**config.mk**
```make
export PLATFORM = sky130hd
export DESIGN_NAME = oam_dma_engine
export DESIGN_NICKNAME = d
export VERILOG_FILES = /design/src/rtl/oam_dma_engine.sv
export SDC_FILE = /design/constraint.sdc
export NUM_CORES = 1
export LEC_CHECK = 0
export BUFFER_PORTS_ARGS = -buffer_cell sky130_fd_sc_hd__buf_2
export CAP_MARGIN = 20
export CORE_MARGIN = 3
export CORE_UTILIZATION = 51
export CTS_CLUSTER_SIZE = 20
export DETAILED_ROUTE_END_ITERATION = 7
export GPL_ROUTABILITY_DRIVEN = 0
export PLACE_DENSITY = 0.84
export SYNTH_ARGS = -nofsm -noshare
export SYNTH_HDL_FRONTEND = slang
export SYNTH_SLANG_ARGS = --single-unit
export TNS_END_PERCENT = 50
```
**constraint.sdc**
```tcl
create_clock -name i_clk_cpu -period 2.8 [get_ports i_clk_cpu]
set_input_delay 0.14 -clock i_clk_cpu [delete_from_list [all_inputs] [get_ports i_clk_cpu]]
set_output_delay 0.14 -clock i_clk_cpu [all_outputs]
set_load 0.02 [all_outputs]
```
**src/rtl/oam_dma_engine.sv**
```systemverilog
// oam_dma_engine
// Copies LEN bytes from a CPU-bus source page into the sprite attribute (OAM)
// write port. The engine drives the CPU-bus CE/RnW/address lines itself. The
// responder returns read data one cycle after CE, and that data goes straight
// to the OAM write port.
//
// state    | meaning
// ---------+------------------------------------------------------------
// IDLE     | no transfer; waiting for i_start
// STARTUP  | one-cycle gap after a trigger so the bus arbiter can settle
// XFER     | issuing one source read per granted cycle, rd_idx ascending
// DRAIN    | last read is in flight; its OAM write lands this cycle

module oam_dma_engine #(
    parameter int LEN    = 160,
    parameter int SRC_AW = 16
) (
    input  logic              i_clk_cpu,
    input  logic              i_reset_n,
    input  logic              i_start,
    input  logic [7:0]        i_page,
    input  logic              i_grant,
    output logic              o_ce,
    output logic              o_rnw,
    output logic [SRC_AW-1:0] o_addr,
    input  logic [7:0]        i_rdata,
    output logic              o_oam_we,
    output logic [7:0]        o_oam_addr,
    output logic [7:0]        o_oam_wdata,
    output logic              o_busy,
    output logic              o_done
);

    typedef enum logic [1:0] {
        ST_IDLE    = 2'd0,
        ST_STARTUP = 2'd1,
        ST_XFER    = 2'd2,
        ST_DRAIN   = 2'd3
    } state_t;

    localparam logic [8:0] LAST_RD_IDX  = 9'(LEN - 1);
    localparam logic [7:0] LAST_OAM_IDX = 8'(LEN - 1);

    state_t            state;
    state_t            state_nxt;
    logic [7:0]        page_reg;
    logic [7:0]        page_nxt;
    logic [8:0]        rd_idx;
    logic [8:0]        rd_idx_nxt;
    logic              pend;
    logic [7:0]        pend_idx;
    logic              issue;
    logic [SRC_AW-1:0] page_base;

    // A read goes out on every granted cycle while transferring.
    always_comb begin
        issue = (state == ST_XFER) && i_grant;
    end

    // Next-state, page latch and read-index update; a trigger in any state
    // restarts from byte 0 of the new page.
    always_comb begin
        state_nxt  = state;
        page_nxt   = page_reg;
        rd_idx_nxt = rd_idx;
        if (i_start) begin
            state_nxt  = ST_STARTUP;
            page_nxt   = i_page;
            rd_idx_nxt = 9'd0;
        end else begin
            case (state)
                ST_IDLE: begin
                    state_nxt = ST_IDLE;
                end
                ST_STARTUP: begin
                    state_nxt = ST_XFER;
                end
                ST_XFER: begin
                    if (issue) begin
                        rd_idx_nxt = rd_idx + 9'd1;
                        if (rd_idx == LAST_RD_IDX) begin
                            state_nxt = ST_DRAIN;
                        end
                    end
                end
                ST_DRAIN: begin
                    state_nxt = ST_IDLE;
                end
                default: begin
                    state_nxt = ST_IDLE;
                end
            endcase
        end
    end

    // State, page and read-index registers.
    always_ff @(posedge i_clk_cpu or negedge i_reset_n) begin
        if (!i_reset_n) begin
            state    <= ST_IDLE;
            page_reg <= 8'h00;
            rd_idx   <= 9'd0;
        end else begin
            state    <= state_nxt;
            page_reg <= page_nxt;
            rd_idx   <= rd_idx_nxt;
        end
    end

    // Write pipeline: remember which byte was read so the returning data is
    // written to the matching OAM slot next cycle. A read issued in the same
    // cycle as a restart still completes here with its old index.
    always_ff @(posedge i_clk_cpu or negedge i_reset_n) begin
        if (!i_reset_n) begin
            pend     <= 1'b0;
            pend_idx <= 8'h00;
        end else begin
            pend <= issue;
            if (issue) begin
                pend_idx <= rd_idx[7:0];
            end
        end
    end

    // Source address: only the low byte of rd_idx is added, so the address
    // never carries out of the page (rd_idx reaches 256 only after the last
    // read of a 256-byte transfer, when no read is issued).
    always_comb begin
        page_base = SRC_AW'({page_reg, 8'h00});
        o_addr    = page_base + SRC_AW'(rd_idx[7:0]);
    end

    // Bus, OAM and status outputs.
    always_comb begin
        o_ce        = issue;
        o_rnw       = 1'b1;
        o_oam_we    = pend;
        o_oam_addr  = pend_idx;
        o_oam_wdata = i_rdata;
        o_busy      = (state != ST_IDLE) || pend;
        o_done      = pend && (pend_idx == LAST_OAM_IDX);
    end

endmodule

```
==> results of run 1 <==
-- logic make-up (layout without fill, tap and decap cells) --
kind of cell	count (synthesis)	count (layout)	share of synthesized area [%]
and+or+nand+nor	30	30	12.4
DFF	28	28	50.1
buffers and inverters	28	49	12.2
AOI/OAI and AO/OA	18	18	8.14
muxes	15	15	12.1
adders and majority gates	4	4	3.58
xor gates and xnor gates	2	2	1.25
other	1	1	0.268
-- power groups by stage --
stage	sequential, mW	clock (mW)	combinational (mW)
floorplan	0.486	0	0.108
global placement	0.464	0	0.160
detailed placement	0.468	0	0.166
CTS	0.460	0.165	0.168
global route	0.464	0.180	0.185
finish	0.459	0.157	0.165
-- metal layers --
layer | wire length (µm) | share of wire, %
met1 | 1040 | 40
met3 | 221 | 8.5
met5 | 0 | 0
met4 | 9 | 0.35
met2 | 1320 | 51
-- worst max-delay path by stage --
stage	end	slack (ns)	cells after the start
6_report	rd_idx[6]$_DFFE_PN0P_	0.78	5
5_1_grt	rd_idx[8]$_DFFE_PN0P_	0.63	5
4_1_cts	rd_idx[6]$_DFFE_PN0P_	0.78	5
3_5_place_dp	state[0]$_DFFE_PN0P_	0.81	5
3_3_place_gp	state[0]$_DFFE_PN0P_	0.95	5
2_1_floorplan	state[0]$_DFFE_PN0P_	1.06	7
-- layout make-up --
type	count	area, µm²	area share (%)
multi-input cells	70	528	34.8
repair buffers	40	205	13.5
well taps	30	37.5	2.48
clock buffers	3	22.5	1.49
flip-flops and latches	28	701	46.2
inverters	6	22.5	1.49
-- cell usage in the layout (no fill, tap or decap), types with 2 or more instances in the layout --
master                      count
sky130_fd_sc_hd__a21oi_1        6
sky130_fd_sc_hd__buf_2         39
sky130_fd_sc_hd__clkbuf_4       3
sky130_fd_sc_hd__dfrtp_1       28
sky130_fd_sc_hd__ha_1           4
sky130_fd_sc_hd__inv_1          5
sky130_fd_sc_hd__mux2_1        14
sky130_fd_sc_hd__nand2_1        6
sky130_fd_sc_hd__nand2b_1       2
sky130_fd_sc_hd__nand3_1        6
sky130_fd_sc_hd__nand4_1        2
sky130_fd_sc_hd__nor2_1         3
sky130_fd_sc_hd__o2111ai_1      2
sky130_fd_sc_hd__o21ai_0        3
sky130_fd_sc_hd__o21ai_1        2
sky130_fd_sc_hd__o31ai_1        3
sky130_fd_sc_hd__or3_1          3
sky130_fd_sc_hd__or4_1          3
-- through the flow --
step | hold slack [ns] | instance area, µm² | util [%]
2_1_floorplan | -0.156 | 1400 | -
3_3_place_gp | 0.172 | 1480 | 58.3
3_5_place_dp | 0.190 | 1480 | 58.3
4_1_cts | 0.0226 | 1520 | 59.6
5_1_grt | 0.0155 | 1520 | 59.6
6_report | 0.0301 | 1520 | 59.6
-- timing repair --
item                       CTS  global route
hold buffers                 1             0
resized for setup            0             0
setup endpoints to repair    0             0
hold endpoints to repair    28             0
==> metrics.txt, run 1 <==
# TYPE chip_impl_metric gauge
chip_impl_metric{name="layout-drive-gt1-share",unit="%"} 30.6
chip_impl_metric{name="yosysWarningCount",unit=""} 0
chip_impl_metric{name="n_fill_cell",unit=""} 234
chip_impl_metric{name="largest_register_ff_count",unit=""} 9
chip_impl_metric{name="clockPowerShare",unit="%"} 20.1
chip_impl_metric{name="ios",unit=""} 57
chip_impl_metric{name="remaining_drc_errors",unit=""} 0
chip_impl_metric{name="worst-endpoint-arrival",unit="ns"} 2.27
chip_impl_info{name="post_synth_main_area_contributors",value="sky130_fd_sc_hd__dfrtp_1 (50%), sky130_fd_sc_hd__mux2_1 (11%), sky130_fd_sc_hd__buf_4 (9.1%)"} 1
chip_impl_metric{name="grt_pass1_vias",unit=""} 1057
chip_impl_metric{name="antenna_found_initial",unit=""} 0
chip_impl_metric{name="worst_path_largest_cell_delay",unit="ns"} 0.60
chip_impl_metric{name="synth_async_sr_flop_share",unit="%"} 100
chip_impl_metric{name="syn_area",unit="µm²"} 1400
chip_impl_metric{name="cell_internal_pwr",unit="mW"} 0.547
chip_impl_info{name="synth.top_cells.by_count",value="sky130_fd_sc_hd__dfrtp_1 (28), sky130_fd_sc_hd__buf_4 (17), sky130_fd_sc_hd__mux2_1 (14)"} 1
chip_impl_metric{name="synth_largest_type_area_fraction",unit="%"} 50.1
chip_impl_metric{name="totalWireLength",unit="mm"} 2.60
chip_impl_metric{name="setup_total_negative_slack",unit="ns"} 0
chip_impl_metric{name="dieArea",unit="µm²"} 3410
chip_impl_info{name="timing.hold.worst_endpoint",value="page_reg[5]$_DFFE_PN0P_"} 1
chip_impl_metric{name="vias",unit=""} 999
chip_impl_metric{name="detail_route.vias_per_cell",unit=""} 5.64
chip_impl_metric{name="ant_diodes",unit=""} 0
chip_impl_metric{name="dp_slack",unit="ns"} 0.808
chip_impl_info{name="crit_path_end_kind",value="flop"} 1
chip_impl_metric{name="route.antenna.remaining_nets",unit=""} 0
chip_impl_metric{name="globalRouteMet3Util",unit="%"} 4.39
chip_impl_metric{name="power_share_of_the_sequential_group",unit="%"} 58.8
chip_impl_metric{name="worst_ir_drop_vdd",unit="V"} 0.000338
chip_impl_info{name="critical_path.cell_chain",value="inv_1, ha_1, nand3_1, or4_1, a21oi_1"} 1
chip_impl_metric{name="grtUsageMet2",unit="%"} 29.7
chip_impl_metric{name="finalCritPeriodShare",unit="%"} 72.1
chip_impl_metric{name="postSynthNetCount",unit=""} 150
chip_impl_metric{name="total_leakage_power",unit="nW"} 0.765
chip_impl_metric{name="switching_power",unit="mW"} 0.235
chip_impl_metric{name="register_bit_count_reported_by_yosys",unit=""} 28
chip_impl_metric{name="chipWidth",unit="µm"} 58.4
chip_impl_metric{name="clock_latency",unit="ns"} 0.31
chip_impl_metric{name="final_period_minus_worst_setup_slack",unit="ns"} 2.02
chip_impl_metric{name="firstDrtPassIters",unit=""} 4
chip_impl_metric{name="cts_num_sinks",unit=""} 28
chip_impl_metric{name="cts_made_buffers",unit=""} 3
chip_impl_info{name="busiest_layer",value="met2"} 1
chip_impl_metric{name="synth_edf_count",unit=""} 0
chip_impl_metric{name="area_growth",unit="%"} 8.41
chip_impl_info{name="tritoncts",value="built"} 1
chip_impl_info{name="worstReg2RegEnd",value="rd_idx[6]$_DFFE_PN0P_"} 1
chip_impl_metric{name="final.setup_skew",unit="ns"} 0.00269
chip_impl_metric{name="post_synth_inst_count",unit=""} 126
chip_impl_metric{name="p_sw_share",unit="%"} 30.0
chip_impl_info{name="outcome",value="finished, final reports clean"} 1
chip_impl_metric{name="floorplan.die.height",unit="µm"} 58.4
chip_impl_metric{name="avgSynthCellArea",unit="µm²"} 11.1
chip_impl_metric{name="place.detailed.instances",unit=""} 173
chip_impl_info{name="path_class",value="reg2reg"} 1
chip_impl_metric{name="critPathMaxFanout",unit=""} 11
chip_impl_metric{name="global_router_s_overall_resource_usage",unit="%"} 16.7
chip_impl_metric{name="htree_num_levels",unit=""} 1
chip_impl_metric{name="grt_util_met1",unit="%"} 20.4
chip_impl_metric{name="grt_overflow",unit=""} 0
chip_impl_metric{name="clk_pin_slew_worst_paths",unit="ns"} 0.14
chip_impl_metric{name="report.final.slew_viol_count",unit=""} 0
chip_impl_metric{name="hold_viol_final",unit=""} 0
chip_impl_metric{name="finalNonFillerCells",unit=""} 177
chip_impl_metric{name="achievable-frequency",unit="MHz"} 495
chip_impl_metric{name="global_route_wire_length_before_repair",unit="mm"} 4.51
chip_impl_metric{name="synth_sequential_area_ratio",unit="%"} 50.1
chip_impl_metric{name="layout.nets",unit=""} 173
chip_impl_info{name="count_leader_synth",value="sky130_fd_sc_hd__dfrtp_1"} 1
chip_impl_metric{name="power.share.combinational",unit="%"} 21.1
chip_impl_metric{name="post_cts_buffers",unit=""} 0
chip_impl_metric{name="timing_worst_slew_pin_value",unit="ns"} 0.612
chip_impl_metric{name="cp.required",unit="ns"} 3.05
chip_impl_info{name="startpoint_class_of_the_critical_path",value="flop"} 1
chip_impl_info{name="crit-reg2reg-launch",value="state[0]$_DFFE_PN0P_"} 1
chip_impl_info{name="worstHoldPathType",value="in2reg"} 1
chip_impl_metric{name="synth.lib_cells_used.distinct",unit=""} 32
chip_impl_metric{name="num_rows",unit=""} 18
chip_impl_metric{name="routed_wire_length_per_instance",unit="µm"} 14.7
chip_impl_metric{name="worst-path-buf-inv",unit=""} 1
chip_impl_info{name="min-delay-start",value="i_page[5]"} 1
chip_impl_metric{name="clk_buf_depth",unit=""} 2
chip_impl_metric{name="min_delay_path_depth",unit=""} 2
chip_impl_metric{name="rr_worst_depth",unit=""} 5
chip_impl_metric{name="ff2ff_setup_slack",unit="ns"} 0.78
chip_impl_info{name="cpMaxStageDelayCell",value="sky130_fd_sc_hd__or4_1"} 1
chip_impl_metric{name="numPortBuffers",unit=""} 39
chip_impl_metric{name="maxSlewHeadroom",unit="%"} 59.2
chip_impl_metric{name="max_cap_violations",unit=""} 0
chip_impl_metric{name="power-per-cell-area",unit="nW/µm²"} 516
chip_impl_info{name="netlist.top_cell.by_area",value="sky130_fd_sc_hd__dfrtp_1"} 1
chip_impl_metric{name="postLayoutSetupSlackWorst",unit="ns"} 0.781
chip_impl_metric{name="floorplan.initialDensity",unit="%"} 55.0
chip_impl_metric{name="initialDrtViolationCount",unit=""} 29
chip_impl_metric{name="dp.final_hpwl",unit="mm"} 1.95
chip_impl_metric{name="final_setup_violation_count",unit=""} 0
chip_impl_metric{name="grt_start_max_net_pins",unit=""} 29
chip_impl_info{name="ys_dominant_reg_cell",value="sky130_fd_sc_hd__dfrtp_1"} 1
chip_impl_info{name="critical_path.startpoint",value="state[0]$_DFFE_PN0P_"} 1
chip_impl_info{name="clock-root-buffer",value="sky130_fd_sc_hd__clkbuf_4"} 1
chip_impl_info{name="setup_repair_after_global_routing_missed_its_margin",value="no"} 1
chip_impl_metric{name="fp.coreArea",unit="µm²"} 2540
chip_impl_metric{name="design_power_total",unit="mW"} 0.782
chip_impl_info{name="cp_top_family",value="simple AND/OR/NAND/NOR gates"} 1
Power figures use the tool's default switching activity.
==> run 2, diff against run 1 <==
--- a/config.mk
+++ b/config.mk
@@ -8,11 +8,11 @@
 export BUFFER_PORTS_ARGS = -buffer_cell sky130_fd_sc_hd__buf_2
 export CAP_MARGIN = 20
 export CORE_MARGIN = 3
-export CORE_UTILIZATION = 51
+export CORE_UTILIZATION = 47
 export CTS_CLUSTER_SIZE = 20
 export DETAILED_ROUTE_END_ITERATION = 7
 export GPL_ROUTABILITY_DRIVEN = 0
-export PLACE_DENSITY = 0.84
+export PLACE_DENSITY = 0.78
 export SYNTH_ARGS = -nofsm -noshare
 export SYNTH_HDL_FRONTEND = slang
 export SYNTH_SLANG_ARGS = --single-unit
==> constraint.sdc (replaced) <==
create_clock -name i_clk_cpu -period 1.9 [get_ports i_clk_cpu]
set_input_delay 0.095 -clock i_clk_cpu [delete_from_list [all_inputs] [get_ports i_clk_cpu]]
set_output_delay 0.095 -clock i_clk_cpu [all_outputs]
set_load 0.02 [all_outputs]
==> metrics.txt, run 2 (synthesized netlist as in run 1, its figures left out) <==
# TYPE chip_impl_metric gauge
chip_impl_metric{name="layout-drive-gt1-share",unit="%"} 36.7
chip_impl_metric{name="routed_wire_length_per_instance",unit="µm"} 15.7
chip_impl_metric{name="ios",unit=""} 57
chip_impl_metric{name="hold_viol_final",unit=""} 0
chip_impl_metric{name="critPathMaxFanout",unit=""} 5
chip_impl_metric{name="max_cap_violations",unit=""} 0
chip_impl_info{name="layout_common_cells",value="sky130_fd_sc_hd__buf_2 (39), sky130_fd_sc_hd__dfrtp_1 (28), sky130_fd_sc_hd__mux2_1 (14)"} 1
chip_impl_metric{name="postLayoutSetupSlackWorst",unit="ns"} 0.114
chip_impl_metric{name="achievable-frequency",unit="MHz"} 560
chip_impl_info{name="outcome",value="finished, final reports clean"} 1
chip_impl_metric{name="maxSlewHeadroom",unit="%"} 59.5
chip_impl_metric{name="clock_latency",unit="ns"} 0.33
chip_impl_metric{name="route.antenna.remaining_nets",unit=""} 0
chip_impl_metric{name="worst-path-buf-inv",unit=""} 1
chip_impl_metric{name="worst_path_largest_cell_delay",unit="ns"} 0.49
chip_impl_metric{name="chipWidth",unit="µm"} 60.6
chip_impl_metric{name="largest_register_ff_count",unit=""} 9
chip_impl_metric{name="antenna_found_initial",unit=""} 0
chip_impl_metric{name="met3_length",unit="µm"} 216
chip_impl_metric{name="firstDrtPassIters",unit=""} 4
chip_impl_metric{name="design_power_total",unit="mW"} 1.37
chip_impl_metric{name="final_area",unit="µm²"} 1730
chip_impl_metric{name="place.detailed.instances",unit=""} 179
chip_impl_info{name="startpoint_class_of_the_critical_path",value="flop"} 1
chip_impl_metric{name="final_setup_violation_count",unit=""} 0
chip_impl_metric{name="dieArea",unit="µm²"} 3670
chip_impl_info{name="cp_top_family",value="simple AND/OR/NAND/NOR gates"} 1
chip_impl_metric{name="global_route_wire_length_before_repair",unit="mm"} 5.00
chip_impl_metric{name="layout.nets",unit=""} 191
chip_impl_metric{name="floorplan.die.height",unit="µm"} 60.6
chip_impl_metric{name="switching_power",unit="mW"} 0.388
chip_impl_metric{name="dp.final_hpwl",unit="mm"} 2.09
chip_impl_metric{name="n_fill_cell",unit=""} 230
chip_impl_metric{name="power_share_of_the_sequential_group",unit="%"} 49.7
chip_impl_metric{name="timing.hold.ws",unit="ns"} 0.0482
chip_impl_metric{name="worst-endpoint-arrival",unit="ns"} 2.03
chip_impl_metric{name="vias",unit=""} 1088
chip_impl_metric{name="ant_diodes",unit=""} 0
chip_impl_metric{name="finalCritPeriodShare",unit="%"} 94.0
chip_impl_metric{name="grt_start_max_net_pins",unit=""} 29
chip_impl_metric{name="cts_made_buffers",unit=""} 3
chip_impl_metric{name="worst_ir_drop_vdd",unit="V"} 0.000486
chip_impl_metric{name="report.final.slew_viol_count",unit=""} 0
chip_impl_metric{name="clk_pin_slew_worst_paths",unit="ns"} 0.15
chip_impl_info{name="cpMaxStageDelayCell",value="sky130_fd_sc_hd__dfrtp_1"} 1
chip_impl_metric{name="cell_internal_pwr",unit="mW"} 0.987
chip_impl_metric{name="power.share.combinational",unit="%"} 21.9
chip_impl_metric{name="cp.required",unit="ns"} 2.14
chip_impl_info{name="highest-signal-layer",value="met4"} 1
chip_impl_metric{name="total_leakage_power",unit="nW"} 0.861
chip_impl_metric{name="detailroute.wirelength.met2",unit="mm"} 1.55
chip_impl_metric{name="clk_buf_depth",unit=""} 2
chip_impl_info{name="critical_path.cell_chain",value="ha_4, buf_4, nand4_1, nor4_2, mux2_2"} 1
chip_impl_info{name="crit_path_end_kind",value="flop"} 1
chip_impl_info{name="worstHoldPathType",value="in2reg"} 1
chip_impl_metric{name="numPortBuffers",unit=""} 39
chip_impl_info{name="clock-root-buffer",value="sky130_fd_sc_hd__clkbuf_4"} 1
chip_impl_metric{name="placement.cell_area",unit="µm²"} 1520
chip_impl_metric{name="dp_slack",unit="ns"} -0.00175
chip_impl_info{name="tritoncts",value="built"} 1
chip_impl_metric{name="htree_num_levels",unit=""} 1
chip_impl_metric{name="global_router_s_overall_resource_usage",unit="%"} 18.2
chip_impl_metric{name="timing_worst_slew_pin_value",unit="ns"} 0.608
chip_impl_metric{name="detail_route.vias_per_cell",unit=""} 5.52
chip_impl_metric{name="grt_overflow",unit=""} 0
chip_impl_metric{name="num_rows",unit=""} 19
chip_impl_metric{name="final.setup_skew",unit="ns"} 0.00511
chip_impl_info{name="most_frequent_standard_cell_in_the_layout_excluding_fill_and_tap_cells",value="sky130_fd_sc_hd__buf_2"} 1
chip_impl_metric{name="power-per-cell-area",unit="nW/µm²"} 795
chip_impl_metric{name="clockPowerShare",unit="%"} 28.4
chip_impl_metric{name="p_sw_share",unit="%"} 28.2
chip_impl_metric{name="initialDrtViolationCount",unit=""} 52
chip_impl_metric{name="totalWireLength",unit="mm"} 3.09
chip_impl_metric{name="final_period_minus_worst_setup_slack",unit="ns"} 1.79
chip_impl_metric{name="cts_num_sinks",unit=""} 28
chip_impl_metric{name="finalNonFillerCells",unit=""} 197
chip_impl_metric{name="area_growth",unit="%"} 23.6
chip_impl_info{name="setup_repair_after_global_routing_missed_its_margin",value="no"} 1
chip_impl_metric{name="m1WireLength",unit="mm"} 1.30
chip_impl_info{name="path_class",value="reg2reg"} 1
chip_impl_metric{name="remaining_drc_errors",unit=""} 0
chip_impl_metric{name="fp.coreArea",unit="µm²"} 2810
chip_impl_metric{name="grt_pass1_vias",unit=""} 1125
chip_impl_metric{name="floorplan.initialDensity",unit="%"} 49.9
## run 2: cell types whose count changed in the layout (fill, tap and decap cells not counted), sizes merged
cell / change
dlygate4sd3: +8
buf: +10
bufinv: +1
## run 2: worst register-to-register path, stage by stage (launching register included)
cell and delay [ns]:
sky130_fd_sc_hd__dfrtp_1 0.49, sky130_fd_sc_hd__ha_4 0.19, sky130_fd_sc_hd__buf_4 0.13, sky130_fd_sc_hd__nand4_1 0.18
sky130_fd_sc_hd__nor4_2 0.35, sky130_fd_sc_hd__mux2_2 0.36
## run 2: final timing paths
kind                       depth (start not counted)  slack [ns]                     from                      end
max reg2reg                                        5        0.11     state[1]$_DFFE_PN0P_    rd_idx[7]$_DFFE_PN0P_
min reg2reg                                        1        0.50  page_reg[0]$_DFFE_PN0P_  page_reg[0]$_DFFE_PN0P_
max in group asynchronous                          2        1.22                i_reset_n    rd_idx[8]$_DFFE_PN0P_
min                                                3        0.05                  i_grant    rd_idx[1]$_DFFE_PN0P_
min in group asynchronous                          2        0.29                i_reset_n       o_oam_we$_DFF_PN0_
max                                                5        0.11     state[1]$_DFFE_PN0P_    rd_idx[7]$_DFFE_PN0P_
## run 2: area by class of cell
| class | count | area (µm²) | area share (%) |
|---|---|---|---|
| well taps | 31 | 38.8 | 2.24 |
| clock inverters | 1 | 30.0 | 1.74 |
| clock buffers | 3 | 22.5 | 1.30 |
| inverters | 6 | 22.5 | 1.30 |
| repair buffers | 58 | 360 | 20.8 |
| multi-input cells | 70 | 554 | 32.1 |
| flip-flops and latches | 28 | 701 | 40.5 |
## run 2: routing by layer
layer / global-route usage [%] / vias to the layer above
met4: 4.95 / 0
met1: 22.0 / 532
met3: 3.62 / 6
met5: 0 / -
li1: - / 503
met2: 33.0 / 47
## run 2: through the flow
step | setup TNS, ns | util, %
6_report | 0 | 61.6
3_5_place_dp | -0.00175 | 54.3
3_3_place_gp | 0 | 54.3
2_1_floorplan | 0 | -
5_1_grt | 0 | 61.6
4_1_cts | -0.00894 | 59.9
## run 2: power by group through the flow
stage               sequential (mW)  clock [mW]  combinational (mW)
detailed placement            0.690           0               0.255
global placement              0.684           0               0.244
global route                  0.689       0.424               0.333
floorplan                     0.716           0               0.160
CTS                           0.679       0.399               0.274
finish                        0.682       0.390               0.302
## run 2: what timing repair did
item	4_1_cts	5_1_grt
pin swaps	0	1
setup endpoints to repair	6	8
endpoints found under the hold margin	36	0
hold buffers	9	0
resized for setup	3	3
buffers inserted	0	5
